`src/rtl/rf_arb_pkg.sv`:
```
// Shared constants and sizing helper for the register-file port arbiter.
// The RF_WRITE_PRIORITY_EN build option is consumed by regfile_port_arbiter.
package rf_arb_pkg;

    localparam int DATA_W_DEF = 16;
    localparam int ID_W_DEF   = 4;

    localparam logic OP_RD = 1'b0;
    localparam logic OP_WR = 1'b1;

    // Never returns less than 1 so that a 2-entry pointer still gets one bit.
    function automatic int clog2(input int n);
        int r;
        r = 1;
        for (int i = 1; i < 32; i++) begin
            if ((1 << i) < n) r = i + 1;
        end
        return r;
    endfunction

endpackage

```
`src/rtl/regfile_port_arbiter_if.sv`:
```
// Requester-side and register-file-side signals of the port arbiter.
// The slave modport is the arbiter; master is the surrounding decode/writeback logic plus register file.
interface regfile_port_arbiter_if #(
    parameter int NUM_REQ = 3,
    parameter int DATA_W  = 16,
    parameter int ID_W    = 4
);

    logic [NUM_REQ-1:0]        req;
    logic [NUM_REQ-1:0]        req_we;
    logic [NUM_REQ*ID_W-1:0]   req_id;
    logic [NUM_REQ*DATA_W-1:0] req_wdata;
    logic [NUM_REQ-1:0]        gnt;
    logic [NUM_REQ-1:0]        rvalid;
    logic [DATA_W-1:0]         rdata;

    logic                      rf_rd;
    logic                      rf_wn;
    logic [ID_W-1:0]           rf_reg_id;
    logic [DATA_W-1:0]         rf_write_data;
    logic [DATA_W-1:0]         rf_read_data;

    modport master (
        output req, req_we, req_id, req_wdata, rf_read_data,
        input  gnt, rvalid, rdata, rf_rd, rf_wn, rf_reg_id, rf_write_data
    );

    modport slave (
        input  req, req_we, req_id, req_wdata, rf_read_data,
        output gnt, rvalid, rdata, rf_rd, rf_wn, rf_reg_id, rf_write_data
    );

endinterface

```
`src/rtl/rr_arbiter.sv`:
```
// Combinational round-robin picker: first set request at or after ptr, wrapping modulo N.
// Outputs a one-hot grant and the encoded winner index.
module rr_arbiter
    import rf_arb_pkg::*;
#(
    parameter  int N     = 3,
    localparam int PTR_W = clog2(N)
) (
    input  logic [N-1:0]     req,
    input  logic [PTR_W-1:0] ptr,
    output logic [N-1:0]     gnt,
    output logic [PTR_W-1:0] winner
);

    localparam logic [PTR_W:0] N_W = (PTR_W+1)'(N);

    always_comb begin
        logic           found;
        logic [PTR_W:0] idx;
        gnt    = '0;
        winner = '0;
        found  = 1'b0;
        idx    = '0;
        for (int i = 0; i < N; i++) begin
            idx = {1'b0, ptr} + (PTR_W+1)'(i);
            if (idx >= N_W) idx = idx - N_W;
            if (!found && req[idx[PTR_W-1:0]]) begin
                found                 = 1'b1;
                gnt[idx[PTR_W-1:0]]   = 1'b1;
                winner                = idx[PTR_W-1:0];
            end
        end
    end

endmodule

```
`src/rtl/regfile_port_arbiter.sv`:
```
// Round-robin sharing of the single register-file port among NUM_REQ requesters, read data returned one cycle later.
// Build option RF_WRITE_PRIORITY_EN: pending writers win over all readers.
module regfile_port_arbiter
    import rf_arb_pkg::*;
#(
    parameter int NUM_REQ = 3,
    parameter int DATA_W  = DATA_W_DEF,
    parameter int ID_W    = ID_W_DEF
) (
    input logic                  clk,
    input logic                  rst,
    regfile_port_arbiter_if.slave bus
);

    localparam int             PTR_W = clog2(NUM_REQ);
    localparam logic [PTR_W:0] N_W   = (PTR_W+1)'(NUM_REQ);

    logic [PTR_W-1:0]   ptr;
    logic [PTR_W-1:0]   ptr_next;
    logic [PTR_W:0]     ptr_inc;
    logic [PTR_W-1:0]   winner;
    logic               pend_vld;
    logic [PTR_W-1:0]   pend_tag;
    logic [NUM_REQ-1:0] arb_req;
    logic [NUM_REQ-1:0] arb_gnt;
    logic [NUM_REQ-1:0] gnt_i;
    logic               grant;
    logic               sel_we;
    logic [ID_W-1:0]    sel_id;
    logic [DATA_W-1:0]  sel_wdata;
    logic               issue_rd;
    logic               issue_wr;
    logic               ret_vld;

`ifdef RF_WRITE_PRIORITY_EN
    logic [NUM_REQ-1:0] wr_req;
    assign wr_req  = bus.req & bus.req_we;
    assign arb_req = (|wr_req) ? wr_req : bus.req;
`else
    assign arb_req = bus.req;
`endif

    rr_arbiter #(.N(NUM_REQ)) u_rr (
        .req    (arb_req),
        .ptr    (ptr),
        .gnt    (arb_gnt),
        .winner (winner)
    );

    // No access may reach the register file while reset is held.
    assign gnt_i = rst ? '0 : arb_gnt;
    assign grant = |gnt_i;

    always_comb begin
        sel_we    = 1'b0;
        sel_id    = '0;
        sel_wdata = '0;
        for (int i = 0; i < NUM_REQ; i++) begin
            if (gnt_i[i]) begin
                sel_we    = sel_we | bus.req_we[i];
                sel_id    = sel_id | bus.req_id[i*ID_W +: ID_W];
                sel_wdata = sel_wdata | bus.req_wdata[i*DATA_W +: DATA_W];
            end
        end
    end

    assign issue_rd = grant && (sel_we == OP_RD);
    assign issue_wr = grant && (sel_we == OP_WR);

    assign bus.gnt           = gnt_i;
    assign bus.rf_rd         = issue_rd;
    assign bus.rf_wn         = issue_wr;
    assign bus.rf_reg_id     = sel_id;
    assign bus.rf_write_data = issue_wr ? sel_wdata : '0;

    assign ptr_inc  = {1'b0, winner} + (PTR_W+1)'(1);
    assign ptr_next = (ptr_inc == N_W) ? '0 : ptr_inc[PTR_W-1:0];

    always_ff @(posedge clk) begin
        if (rst) begin
            ptr      <= '0;
            pend_vld <= 1'b0;
            pend_tag <= '0;
        end else begin
            if (grant) ptr <= ptr_next;
            pend_vld <= issue_rd;
            if (issue_rd) pend_tag <= winner;
        end
    end

    // A read in flight when reset arrives is dropped rather than returned.
    assign ret_vld = pend_vld && !rst;

    always_comb begin
        bus.rvalid = '0;
        for (int i = 0; i < NUM_REQ; i++) begin
            bus.rvalid[i] = ret_vld && (pend_tag == PTR_W'(i));
        end
    end

    assign bus.rdata = ret_vld ? bus.rf_read_data : '0;

endmodule

```
`src/flat_wrapper.sv`:
```
// flat-port wrapper written by rule: the top's interface ports become plain ports
module regfile_port_arbiter_flat import rf_arb_pkg::*;
#(
    parameter int NUM_REQ = 3,
    parameter int DATA_W  = DATA_W_DEF,
    parameter int ID_W    = ID_W_DEF
)
  (clk, rst, bus_req, bus_req_we, bus_req_id, bus_req_wdata, bus_rf_read_data, bus_gnt, bus_rvalid, bus_rdata, bus_rf_rd, bus_rf_wn, bus_rf_reg_id, bus_rf_write_data);
  regfile_port_arbiter_if #(.NUM_REQ(NUM_REQ), .DATA_W(DATA_W), .ID_W(ID_W)) bus_i ();
  input logic clk;
  input logic rst;
  input wire logic [$bits(bus_i.req)-1:0] bus_req;
  input wire logic [$bits(bus_i.req_we)-1:0] bus_req_we;
  input wire logic [$bits(bus_i.req_id)-1:0] bus_req_id;
  input wire logic [$bits(bus_i.req_wdata)-1:0] bus_req_wdata;
  input wire logic [$bits(bus_i.rf_read_data)-1:0] bus_rf_read_data;
  output wire logic [$bits(bus_i.gnt)-1:0] bus_gnt;
  output wire logic [$bits(bus_i.rvalid)-1:0] bus_rvalid;
  output wire logic [$bits(bus_i.rdata)-1:0] bus_rdata;
  output wire logic [$bits(bus_i.rf_rd)-1:0] bus_rf_rd;
  output wire logic [$bits(bus_i.rf_wn)-1:0] bus_rf_wn;
  output wire logic [$bits(bus_i.rf_reg_id)-1:0] bus_rf_reg_id;
  output wire logic [$bits(bus_i.rf_write_data)-1:0] bus_rf_write_data;
  assign bus_i.req = bus_req;
  assign bus_i.req_we = bus_req_we;
  assign bus_i.req_id = bus_req_id;
  assign bus_i.req_wdata = bus_req_wdata;
  assign bus_i.rf_read_data = bus_rf_read_data;
  assign bus_gnt = bus_i.gnt;
  assign bus_rvalid = bus_i.rvalid;
  assign bus_rdata = bus_i.rdata;
  assign bus_rf_rd = bus_i.rf_rd;
  assign bus_rf_wn = bus_i.rf_wn;
  assign bus_rf_reg_id = bus_i.rf_reg_id;
  assign bus_rf_write_data = bus_i.rf_write_data;
  regfile_port_arbiter #(.NUM_REQ(NUM_REQ), .DATA_W(DATA_W), .ID_W(ID_W)) u_core (.clk(clk), .rst(rst), .bus(bus_i));
endmodule
```
`config.mk`:
```
export PLATFORM = sky130hd
export DESIGN_NAME = regfile_port_arbiter_flat
export DESIGN_NICKNAME = d
export VERILOG_FILES = /design/src/rtl/rf_arb_pkg.sv /design/src/rtl/regfile_port_arbiter_if.sv /design/src/rtl/rr_arbiter.sv /design/src/rtl/regfile_port_arbiter.sv /design/src/flat_wrapper.sv
export SDC_FILE = /design/constraint.sdc
export NUM_CORES = 1
export LEC_CHECK = 0
export BUFFER_PORTS_ARGS = -buffer_cell sky130_fd_sc_hd__buf_2
export CORE_UTILIZATION = 35
export DETAILED_ROUTE_END_ITERATION = 7
export PLACE_DENSITY = 0.54
export RECOVER_POWER = 25
export SLEW_MARGIN = 15
export SYNTH_ARGS = -nofsm -noshare
export SYNTH_HDL_FRONTEND = slang
export SYNTH_HIERARCHICAL = 1
export SYNTH_SLANG_ARGS = --single-unit
```
`constraint.sdc`:
```
create_clock -name clk -period 24.7 [get_ports clk]
set_clock_uncertainty 0.15 [all_clocks]
set_input_delay 7.41 -clock clk [delete_from_list [all_inputs] [get_ports clk]]
set_output_delay 7.41 -clock clk [all_outputs]
set_load 0.005 [all_outputs]
```
; Word-level counts from Yosys, hierarchy flattened
; Cells that the tools add are included.
[totals]
elab_cells = 82
output_inout_bits = 44
inputBits = 84
register_bits = 65
[op_classes]
n_mux = 36
n_bitwise = 9
order_cmp = 9
n_eq_ne = 3
n_addsub = 6
reduce_logical = 16
[op_table]
columns = op, n
row1 = 2-to-1 mux 32 bit, 7
row2 = ">= comparator 32 x 1 -> 1 bit, second input constant", 3
row3 = "< comparator 32 x 3 -> 1 bit, second input constant", 3
row4 = "subtractor 32 x 2 -> 32 bit, second input constant", 3
row5 = 2-to-1 mux 16 bit, 5
row6 = "adder 32 x 1 -> 33 bit, second input constant", 2
row7 = ">= comparator 33 x 2 -> 1 bit, second input constant", 2
row8 = "adder 32 x 2 -> 33 bit, second input constant", 1
row9 = "== test 33 x 2 -> 1 bit, second input constant", 1
row10 = "== test 32 x 1 -> 1 bit, second input constant", 1
row11 = "== test 32 x 2 -> 1 bit, second input constant", 1
row12 = ">= comparator 32 x 2 -> 1 bit, second input constant", 1
row13 = zero test 32 bit, 1
row14 = OR 16 bit, 2
row15 = 2-to-1 mux 3 bit, 4
row16 = 2-to-1 mux 4 bit, 3
row17 = logical AND 1 bit, 11
row18 = 2-to-1 mux 1 bit, 11
row19 = OR 4 bit, 2
row20 = binary-select mux 1 bit (select 2 bit), 3
row21 = demux 1 bit (select 2 bit), 3
row22 = OR 3 bit, 2
row23 = zero test 1 bit, 3
row24 = OR reduction 3 bit, 1
row25 = other kinds (2), 3

; Depth between registers and ports, before layout
[logic_depth]
word_depth = 19
ltp_mapped = 27
depth_no_buf = 21

; By module
; The synthesis kept the hierarchy.
[by_module_without_submodules]
columns = mod, n_inst, seq_area_each_um2, area_per_inst_um2, cells_per_inst
row1 = rr_arbiter, 1, 0.0, 5290.1, 824
row2 = regfile_port_arbiter, 1, 1301.2, 3991.3, 530

; Worst setup path before layout
; OpenSTA, ideal clock, no wires.
[synth_path]
kind = input to output
startpoint = input bus_req[1]
endpoint = output bus_rf_rd
required_time_ns = 17.140
n_path_buf = 3
stages = 15
t_arrival_ns = 10.137
slack_ns = 7.003
cell_sequence = nand3_1 > a22oi_1 > a311o_1 > or2_0 > buf_2 > nand4_1 > nor4_1 > a221o_1 > nor2b_1 > clkbuf_1 > a22oi_1 > a21boi_1 > nand2_1 > inv_1 > buf_1
[synth_between]
elab_chain_cells = 17
word_cells_on_any_way = 26
classes_between = mux: 15 / bitwise: 5 / reduce/logical: 6
[synth_rtl]
columns = item, line
row1 = from (decl), flat_wrapper.sv:12  ; input wire logic [$bits(bus_i.req)-1:0] bus_req;
row2 = binary-select mux 1 bit (select 2 bit), rr_arbiter.sv:27  ; if (!found && req[idx[PTR_W-1:0]]) begin
row3 = 2-to-1 mux 1 bit (not written as such), rr_arbiter.sv:27
row4 = 2-to-1 mux 1 bit, rr_arbiter.sv:27
row5 = zero test 1 bit, rr_arbiter.sv:27
row6 = logical AND 1 bit, rr_arbiter.sv:27
row7 = 2-to-1 mux 1 bit, rr_arbiter.sv:27
row8 = zero test 1 bit, rr_arbiter.sv:27
row9 = logical AND 1 bit, rr_arbiter.sv:27
row10 = [1 not listed], --
row11 = named net u_core.arb_gnt[0], regfile_port_arbiter.sv:25  ; logic [NUM_REQ-1:0] arb_gnt;
row12 = 2-to-1 mux 3 bit *, regfile_port_arbiter.sv:51  ; assign gnt_i = rst ? '0 : arb_gnt;
row13 = 2-to-1 mux 1 bit, regfile_port_arbiter.sv:59  ; if (gnt_i[i]) begin
row14 = OR 1 bit, regfile_port_arbiter.sv:60  ; sel_we = sel_we | bus.req_we[i];
row15 = 2-to-1 mux 1 bit, regfile_port_arbiter.sv:59
row16 = OR 1 bit, regfile_port_arbiter.sv:60
row17 = 2-to-1 mux 1 bit, regfile_port_arbiter.sv:59
row18 = NOT 1 bit, regfile_port_arbiter.sv:67  ; assign issue_rd = grant && (sel_we == OP_RD);
row19 = logical AND 1 bit *, regfile_port_arbiter.sv:67
row20 = to (decl), flat_wrapper.sv:20  ; output wire logic [$bits(bus_i.rf_rd)-1:0] bus_rf_rd;
; The timed path passes the listed nets; every way through them passes the cells marked *. The select of a mux whose other input is x is not followed.

; Worst setup path in the final report
; Same ends and word-level chain as after synthesis.

==> impl_metrics.yaml <==
yosys:
  synth_area_leaders: "dfxtp_1, xnor2_1, nand2_1"
  synth_area_per_cell_sq_um: 6.85
  netlist_area_sq_um: 9280
  yosys_warnings: 6
  dominantRegCellSynth: "dfxtp_1"
  synthCells: 1354
  synth_largest_area_cell: "dfxtp_1"
  synth_edf_count: 0
  yosysTopAreaCellShare: 0.140
  ys_seq_elements: 65
  syn_nets: 1446
  async_flop_share: 0
  yosysSeqAreaShare: 0.140
  ys_types: 101
run_status:
  failed_checks: "max-capacitance violations, max-slew violations"
  outcome: "finished with violations"
sta:
  setup_viol: 0
  holdWs_ps: 303
  rsz0062_at_grt: "false"
  maxSlewViolCount: 59
  maxSlewHeadroom: -0.520
  fin_crit_ps: 21380
  max_slew.worst_pin.slew_ps: 2280
  setup_ws_ps: 3320
  min_period_over_period: 0.865
  final_hold_viol_count: 0
  setup_tns_ps: 0
  max_freq_mhz: 46.8
critical_path:
  worstSetupStartpointType: "input port"
  rr_startpoint: "u_core/ptr[2]"
  crit_fanout: 58
  crit_buf_inv: 6
  crit_arrival_ps: 13820
  crit_path_end_kind: "output port"
  crit_type: "input port to output port"
  crit_chain: "clkbuf_1 > nand3_1 > a22oi_1 > a311o_1 > nor2_1 > nand3_1 > nor3_1 > a221o_1 > nor2b_1 > clkbuf_1 > or3_2 > clkbuf_1 > nand2_1 > buf_4 > inv_1 > buf_2"
  r2r_slack_ps: 13500
  reg2reg_depth: 23
  crit_slowest_cell: "clkbuf_1"
  crit_top_cell: "clkbuf_1"
  cp_data_required_time_ps: 17140
  reg2reg_to: "u_core/pend_tag[8]"
  critPathTopFamily: "buffers and inverters"
  max_stage_delay_ps: 1620
final_layout:
  drive_gt1_frac: 0.149
  diodes: 0
  stdcell_count: 1735
  layout.nets: 1487
  synthToLayoutAreaGrowth_pct: 10.0
clock_network:
  cts_max_level: 3
  clkLatencyLatePin_ps: 330
  clk_pin_slew_ps: 50
  cts_tree: "built"
  cts_hold_buf: 0
  clk_path_buf_depth: 2
  cts_buffers: 9
  clock-root-buffer: "clkbuf_16"
  cts_resized: 0
  postCtsSetupRepairBufs: 0
  cts_sinks: 65
floorplanning:
  core_sq_um: 26100
  die_w_um: 165
  initial_core_util: 0.356
  rows: 59
  io_pins: 128
  die-area_sq_um: 27200
  die_h_um: 165
placement:
  pre_cts_slack_ps: 5220
  portBuffers: 127
  hpwl_mm: 28.7
  routabilityCongestion: 1.01
  dp_cells: 1719
grt:
  grt_pass1_wl_mm: 54.6
  grt_max_degree: 68
  gr-total-overflow: 0
  grt_pass1_vias: 9328
  groute.usage.overall: 0.263
  grt_antenna_before_repair: 1
detailed_routing:
  wl_per_cell_um: 21.0
  drc: 0
  vias: 10600
  drt_wl_total_mm: 36.4
  ant_nets: 0
  drt-initial-drc-count: 1104
  drt_pass1_iterations: 5
  routed_via_density: 6.08
min_path:
  holdPathStages: 2
  hold_path_end: "u_core/pend_tag[22]"
  worstHoldPathType: "flip-flop to flip-flop"
  min_from: "u_core/pend_tag[22]"
run:
  maxCapViolCount: 1
cells in the final DEF, fill, tap and decap left out, drive strengths merged, types with 5 or more instances in the layout:
cell type,n
xnor2,91
nand2b,11
nor2b,13
clkbuf,16
nand3b,9
ha,8
o21ai,35
nand2,184
a31oi,8
nor3b,7
nor4,43
nor2,105
and3,23
a22oi,26
a211oi,37
mux2i,9
a221o,5
nand3,56
o31ai,9
a221oi,18
xor2,62
a2111oi,5
or3,21
inv,17
a21boi,6
or4,18
nand4,53
and4,14
and2,37
a21oi,87
nor3,65
or2,10
buf,144
o221ai,9
dfxtp,65
cell families (layout without fill, tap and decap cells):
group | Yosys count | after routing | synth area share
adder cells (fa/ha/maj) | 8 | 8 | 0.0108
flip-flops | 65 | 65 | 0.140
AO/OA/AOI/OAI | 297 | 297 | 0.228
AND/OR/NAND/NOR | 684 | 684 | 0.396
buffers and inverters | 135 | 181 | 0.0675
XOR/XNOR | 153 | 153 | 0.144
multiplexers | 12 | 12 | 0.0133
worst reg2reg max path, stage by stage (launching register included):
cell and delay, ps:
dfxtp_1 710, ha_1 580, nand4_1 430, nor4_1 750
xnor2_1 390, nand3_1 390, nor4_2 650, nand2_1 400
nor2_1 690, a311o_1 310, or2_0 120, buf_4 290
nand4_1 130, nor4_1 480, a221o_1 300, nor2b_1 140
clkbuf_1 820, or3_2 270, clkbuf_1 1620, nand2_1 120
buf_4 340, inv_1 700, nand2_1 190, a21oi_1 150
routing by layer:
layer	routed length, um	vias up	global-route usage	part of all wire
met4	982	0	0.0842	0.027
met3	2100	51	0.0161	0.058
met5	0	-	0	0
li1	-	5061	-	-
met1	16400	5030	0.363	0.45
met2	17000	409	0.434	0.47
flip-flops by register name, indices dropped and copies added (netlist names):
signal and cells:
u_core/pend_tag 32, u_core/pend_vld 1, u_core/ptr 32
per-stage QoR:
| step | area, sq um | util |
|---|---|---|
| after global routing | 10200 | 0.392 |
| final | 10200 | 0.392 |
| after CTS | 10200 | 0.393 |
| after floorplan | 9280 | - |
| after detailed placement | 9940 | 0.381 |
| after global placement | 9940 | 0.381 |
Yosys cell counts (13+ instances only):
master / n
nand3_1: 55
nand4_1: 46
dfxtp_1: 65
or4_1: 16
a211oi_1: 36
inv_1: 17
or3_1: 19
a22oi_1: 26
clkbuf_1: 67
a21oi_1: 87
nor2_1: 102
nand2_1: 183
and3_1: 23
a221oi_1: 17
nor4_1: 39
nor3_1: 63
and2_1: 35
o21ai_0: 26
nor2b_1: 13
xor2_1: 62
xnor2_1: 91
buf_2: 28
area by class of cell:
type | instances | area, sq um
sequential | 65 | 1300
fill | 2812 | 15800
clock inverter | 3 | 40.0
inverter | 18 | 67.6
clock buffer | 13 | 250
tap | 335 | 419
timing repair buffer | 147 | 777
multi-input combinational | 1154 | 7360
worst max path at each step:
stage	start	endpoint	slack [ps]	depth (start not counted)
3_5_place_dp	bus_req[2]	bus_rf_rd	5220	14
2_1_floorplan	bus_req[1]	bus_rf_rd	7000	15
3_3_place_gp	bus_req[1]	bus_rf_rd	5290	17
5_1_grt	bus_req[1]	bus_rf_rd	2550	16
6_report	bus_req[1]	bus_rf_rd	3320	16
4_1_cts	bus_req[1]	bus_rf_rd	5220	17
Power is left out: the tool's default activity adds up to more than one toggle a clock period on the data nets, which glitch-free logic cannot reach.
